==> src/rtl/mdu_pkg.sv <==
// Shared encodings for the RV32M sequential multiply/divide unit.
package mdu_pkg;

  localparam logic [6:0] OPC_OP     = 7'b0110011;
  localparam logic [6:0] F7_MULDIV  = 7'b0000001;

  localparam logic [2:0] F3_MUL    = 3'b000;
  localparam logic [2:0] F3_MULH   = 3'b001;
  localparam logic [2:0] F3_MULHSU = 3'b010;
  localparam logic [2:0] F3_MULHU  = 3'b011;
  localparam logic [2:0] F3_DIV    = 3'b100;
  localparam logic [2:0] F3_DIVU   = 3'b101;
  localparam logic [2:0] F3_REM    = 3'b110;
  localparam logic [2:0] F3_REMU   = 3'b111;

  typedef enum logic [1:0] {StIdle, StCalc, StDone} mdu_state_e;

endpackage

==> src/rtl/mdu_sign_fix.sv <==
// Conditional two's-complement negate, used for operand magnitudes and result correction.
module mdu_sign_fix #(
  parameter int unsigned W = 32
) (
  input  logic [W-1:0] val_i,
  input  logic         neg_i,
  output logic [W-1:0] val_o
);

  always_comb begin
    val_o = neg_i ? (~val_i + W'(1)) : val_i;
  end

endmodule

==> src/rtl/mdu_seq_unit.sv <==
// Iterative RV32M multiply/divide: one bit per cycle on magnitudes, sign-corrected at the end.
module mdu_seq_unit
  import mdu_pkg::*;
#(
  parameter int unsigned XLEN = 32
) (
  input  logic            clk_i,
  input  logic            rst_i,
  input  logic            start_i,
  input  logic            flush_i,
  input  logic [6:0]      op_i,
  input  logic [2:0]      funct3_i,
  input  logic [6:0]      funct7_i,
  input  logic [XLEN-1:0] rs1_i,
  input  logic [XLEN-1:0] rs2_i,
  output logic            is_m_o,
  output logic            busy_o,
  output logic            done_o,
  output logic [XLEN-1:0] result_o
);

  localparam int unsigned CntW = $clog2(XLEN);
  localparam logic [XLEN-1:0] MinNeg = {1'b1, {(XLEN-1){1'b0}}};

  mdu_state_e        state_q;
  logic [CntW-1:0]   cnt_q;
  logic [2:0]        f3_q;
  logic              neg1_q, neg2_q, done_q;
  logic [XLEN-1:0]   a_q, result_q;
  logic [2*XLEN-1:0] acc_q, acc_d;

  logic              accept, s1_signed, s2_signed, neg1, neg2, is_div, div_zero, div_ovf;
  logic [XLEN-1:0]   mag1, mag2, special_res, div_sel, div_fix, final_res;
  logic [XLEN:0]     mul_sum, rem_sh, diff;
  logic [2*XLEN-1:0] mul_next, div_next, prod_fix;
  logic              div_neg;

  always_comb begin
    is_m_o    = (op_i == OPC_OP) && (funct7_i == F7_MULDIV);
    accept    = start_i && is_m_o && (state_q != StCalc) && !flush_i;
    busy_o    = (state_q == StCalc) || accept;
    s1_signed = (funct3_i inside {F3_MUL, F3_MULH, F3_MULHSU, F3_DIV, F3_REM});
    s2_signed = (funct3_i inside {F3_MUL, F3_MULH, F3_DIV, F3_REM});
    neg1      = s1_signed && rs1_i[XLEN-1];
    neg2      = s2_signed && rs2_i[XLEN-1];
    is_div    = funct3_i[2];
    div_zero  = is_div && (rs2_i == '0);
    div_ovf   = is_div && !funct3_i[0] && (rs1_i == MinNeg) && (rs2_i == '1);
    // Divide-by-zero takes precedence; REM variants return the dividend / zero.
    if (div_zero)     special_res = funct3_i[1] ? rs1_i : '1;
    else              special_res = funct3_i[1] ? '0 : MinNeg;
  end

  mdu_sign_fix #(.W(XLEN)) u_mag1 (.val_i(rs1_i), .neg_i(neg1), .val_o(mag1));
  mdu_sign_fix #(.W(XLEN)) u_mag2 (.val_i(rs2_i), .neg_i(neg2), .val_o(mag2));

  // Multiply: upper half accumulates, multiplier shifts out of the lower half.
  // Divide: upper half is the partial remainder, lower half shifts dividend in / quotient out.
  always_comb begin
    mul_sum  = {1'b0, acc_q[2*XLEN-1:XLEN]} + (acc_q[0] ? {1'b0, a_q} : '0);
    mul_next = {mul_sum, acc_q[XLEN-1:1]};
    rem_sh   = {acc_q[2*XLEN-1:XLEN], acc_q[XLEN-1]};
    diff     = rem_sh - {1'b0, a_q};
    if (!diff[XLEN]) div_next = {diff[XLEN-1:0], acc_q[XLEN-2:0], 1'b1};
    else             div_next = {rem_sh[XLEN-1:0], acc_q[XLEN-2:0], 1'b0};
    acc_d    = f3_q[2] ? div_next : mul_next;
    div_sel  = f3_q[1] ? div_next[2*XLEN-1:XLEN] : div_next[XLEN-1:0];
    div_neg  = f3_q[1] ? neg1_q : (neg1_q ^ neg2_q);
  end

  mdu_sign_fix #(.W(2*XLEN)) u_prod_fix (
    .val_i(mul_next), .neg_i(neg1_q ^ neg2_q), .val_o(prod_fix)
  );
  mdu_sign_fix #(.W(XLEN)) u_div_fix (.val_i(div_sel), .neg_i(div_neg), .val_o(div_fix));

  always_comb begin
    if (f3_q[2])              final_res = div_fix;
    else if (f3_q == F3_MUL)  final_res = prod_fix[XLEN-1:0];
    else                      final_res = prod_fix[2*XLEN-1:XLEN];
  end

  always_ff @(posedge clk_i) begin
    if (rst_i) begin
      state_q  <= StIdle;
      cnt_q    <= '0;
      done_q   <= 1'b0;
      result_q <= '0;
      acc_q    <= '0;
      a_q      <= '0;
      f3_q     <= '0;
      neg1_q   <= 1'b0;
      neg2_q   <= 1'b0;
    end else if (flush_i) begin
      state_q <= StIdle;
      done_q  <= 1'b0;
    end else begin
      done_q <= 1'b0;
      unique case (state_q)
        StIdle, StDone: begin
          if (accept) begin
            f3_q   <= funct3_i;
            neg1_q <= neg1;
            neg2_q <= neg2;
            a_q    <= is_div ? mag2 : mag1;
            acc_q  <= {{XLEN{1'b0}}, (is_div ? mag1 : mag2)};
            cnt_q  <= CntW'(XLEN - 1);
            if (div_zero || div_ovf) begin
              state_q  <= StDone;
              done_q   <= 1'b1;
              result_q <= special_res;
            end else begin
              state_q <= StCalc;
            end
          end else begin
            state_q <= StIdle;
          end
        end
        StCalc: begin
          acc_q <= acc_d;
          if (cnt_q == '0) begin
            state_q  <= StDone;
            done_q   <= 1'b1;
            result_q <= final_res;
          end else begin
            cnt_q <= cnt_q - CntW'(1);
          end
        end
        default: state_q <= StIdle;
      endcase
    end
  end

  assign done_o   = done_q;
  assign result_o = result_q;

endmodule

==> config.mk <==
export PLATFORM = sky130hd
export DESIGN_NAME = mdu_seq_unit
export DESIGN_NICKNAME = d
export VERILOG_FILES = /design/src/rtl/mdu_pkg.sv /design/src/rtl/mdu_sign_fix.sv /design/src/rtl/mdu_seq_unit.sv
export SDC_FILE = /design/constraint.sdc
export NUM_CORES = 1
export LEC_CHECK = 0
export ABC_AREA = 1
export BUFFER_PORTS_ARGS = -buffer_cell sky130_fd_sc_hd__buf_2
export CORE_ASPECT_RATIO = 1.4
export CORE_MARGIN = 5
export CORE_UTILIZATION = 40
export DETAILED_ROUTE_END_ITERATION = 8
export PLACE_DENSITY = 0.65
export SETUP_SLACK_MARGIN = 0.1
export SYNTH_ARGS = -nofsm -noshare
export SYNTH_HDL_FRONTEND = slang
export SYNTH_SLANG_ARGS = --single-unit
==> constraint.sdc <==
create_clock -name clk_i -period 7.5 [get_ports clk_i]
set_clock_uncertainty 0.05 [all_clocks]
set_input_delay 0 -clock clk_i [delete_from_list [all_inputs] [get_ports clk_i]]
set_output_delay 0 -clock clk_i [all_outputs]
set_load 0.02 [all_outputs]
==> impl_metrics.ini <==
[status]
outcome = finished, final reports clean

[synthesis]
syn-num-nets = 3263
ys_seq_elements = 141
synth-seq-area-share_pct = 16.2
synthMuxAreaShare_pct = 0
yosysMostFrequentCell = nand2_1
yosys.area_share.simple_pct = 39.8
synth_xor_area_share_pct = 6.18
synth_edf_count = 0
yosysUniqueCellTypes = 54
synth_flop_cell = dfxtp_1
netlist_area_sq_um = 17400
synth_common_cells = 835 x nand2_1, 389 x inv_1, 333 x nor2_1
synth.area.top_cells = nand2_1 18%, dfxtp_1 16%, inv_1 8.4%, nor2_1 7.2%, a21oi_1 6.8%
ys_async_sr_fraction_pct = 0
synth_top_family_by_area = simple AND/OR/NAND/NOR gates
postSynthCellCount = 3105
synth_top_cell_area_share_pct = 18.0
synth-compound-area-share_pct = 20.5
synth_area_per_cell_sq_um = 5.61
yosysWarnings = 0
yosys.area.top_type = nand2_1
synthAdderAreaFrac_pct = 5.33

[timing]
setup_viol = 0
setup_tns_ns = 0
relSlewSlack_pct = 27.4
report.final.slew_viol_count = 0
finalCriticalPeriod_ns = 4.51
tightestPinTransition_ns = 1.09
final.period_utilization_pct = 60.1
max_freq_ghz = 0.222
hold_viol = 0
rsz0062_at_grt = false

[detailed_routing]
drc_errors = 0
drt_iter0_drc = 2200
avgViaCountPerCell = 5.78
drt-pass1-iter-count = 6
wl_per_cell_microns = 21.5
vias = 21600
postRouteWirelength_mm = 80.4
antenna_left = 0

[clock_network]
ctsRootBufferMaster = clkbuf_16
clock_sinks = 141
cts_max_level = 4
clkTransAtPathRegs_ns = 0.08
clockBufferDepth = 2
cts_tree = done
cts_made_buffers = 17
cts_setup_buffers = 0
clk_latency_ns = 0.46

[worst_setup_path]
rr_startpoint = acc_q[0]$_SDFFE_PP0P_
critPathLaunch = acc_q[0]$_SDFFE_PP0P_
cpMostUsedCell = nand2_1
critPathTopFamily = compound AO/OA/AOI/OAI gates
cpMaxStageDelayCell = xnor2_1
critPathLaunchType = flop
path_buf_inv = 2
crit_type = reg -> reg
crit_required_ns = 7.80
worstSetupEndpointType = flop
path_cells = buf_4, nand2_1, inv_1, ha_1, a21oi_1, o21ai_0, a21oi_1, nand3_1, xnor2_1, nand2_1, nor2_1, nand2_1, nand2_1, nand2_1, o21ai_0, a21oi_1, o21ai_1, a21oi_1
path_max_fanout = 35
arrival_ns = 4.81
slowest_delay_ns = 0.61

[pwr]
powerDensity_nw_per_um2 = 100
p_leak_nw = 9.98
peakVddDrop_mv = 0.161

[placed_design]
place_congestion = 1.03
dp_cells = 3674
numPortBuffers = 119
dp_hpwl_mm = 63.5

[cells_and_area]
diodes = 0
drive_gt1_share_pct = 9.36
nets = 3330
final_cells = 3737
area_growth_syn_to_layout_pct = 10.8

[global_route]
grt_pass1_wl_mm = 120
grt_overflow_total = 0
grtUsageTotal_pct = 31.9
antenna_found_initial = 0
grt_start_max_net_pins = 85
grt_pass1_vias = 20500

[run]
max-cap-violations = 0

[floorplanning]
die_area_sq_um = 47900
die_h_microns = 257
ios = 120
rows = 90
coreArea_sq_um = 43100
die_x_microns = 186
start_util_pct = 40.4

[worst_hold_path]
worstHoldStart = rs1_i[19]
hold_class = in -> reg
metrics by stage:
stage	worst slack, ns	hold slack (ns)	utilization [%]	instance area [sq um]	power, W
2_1_floorplan	4.20	0.0285	-	17400	0.000874
3_3_place_gp	3.20	0.229	42.6	18400	0.000972
3_5_place_dp	3.19	0.234	42.6	18400	0.000972
4_1_cts	3.16	0.00239	44.8	19300	0.00193
5_1_grt	2.72	0.0509	44.8	19300	0.00198
6_report	2.99	0.0209	44.8	19300	0.00194
cell usage in the layout (no fill, tap or decap), types with 46 or more instances in the layout:
cell type and instances:
nand2_1 835, inv_1 388, nor2_1 331, a21oi_1 238, nand3_1 228, o21ai_0 199, dfxtp_1 140, buf_2 118
xor2_1 97, ha_1 71, o211ai_1 56, nand4_1 46
path summary, 6_finish.rpt:
kind | to | slack (ns) | cells past startpoint
max | result_o[23]$_SDFFE_PP0P_ | 2.99 | 18
max reg2reg | result_o[23]$_SDFFE_PP0P_ | 2.99 | 18
min reg2reg | cnt_q[0]$_SDFFE_PP0P_ | 0.41 | 1
min | result_o[19]$_SDFFE_PP0P_ | 0.02 | 5
logic make-up after synthesis:
logic type,count (synthesis)
and+or+nand+nor,1604
AOI/OAI and AO/OA,627
buffers and inverters,537
DFF,141
xor gates and xnor gates,123
adders and majority gates,73
per-layer routing:
| layer | track usage [%] | up-vias | routed length (microns) |
|---|---|---|---|
| li1 | - | 10300 | - |
| met1 | 36.0 | 9877 | 29200 |
| met2 | 55.2 | 1149 | 38000 |
| met3 | 4.50 | 295 | 6530 |
| met4 | 22.4 | 0 | 6730 |
| met5 | 0 | - | 0 |
registers in the layout, summed over array words and instances, names as in the netlist:
| register | flops |
|---|---|
| a_q | 32 |
| acc_q | 64 |
| cnt_q | 5 |
| done_o | 1 |
| f3_q | 3 |
| neg1_q | 1 |
| neg2_q | 1 |
| result_o | 32 |
| state_q | 2 |
where the power goes:
part           internal [W]  switching [W]
clock              0.000552       0.000414
sequential         0.000748   0.0000000141
combinational     0.0000695       0.000156
timing repair:
action,in CTS,in global routing
endpoints found under the hold margin,29,0
hold buffers,31,0
gates resized for setup,0,0
cell type report:
class                           instances  area [sq um]
Clock inverter                         13           178
Sequential cell                       141          2830
Inverter                              413          1550
Multi-Input combinational cell       2427         12500
Fill cell                            4767         23800
Tap cell                              552           691
Timing Repair Buffer                  172          1070
Clock buffer                           19           454
worst min-delay path, cell delays in order:
cell,delay (ns)
buf_2,0.12
inv_1,0.11
a21oi_1,0.08
nor2_1,0.11
a21oi_2,0.06
Note: power is estimated with default switching activity, not from simulation.
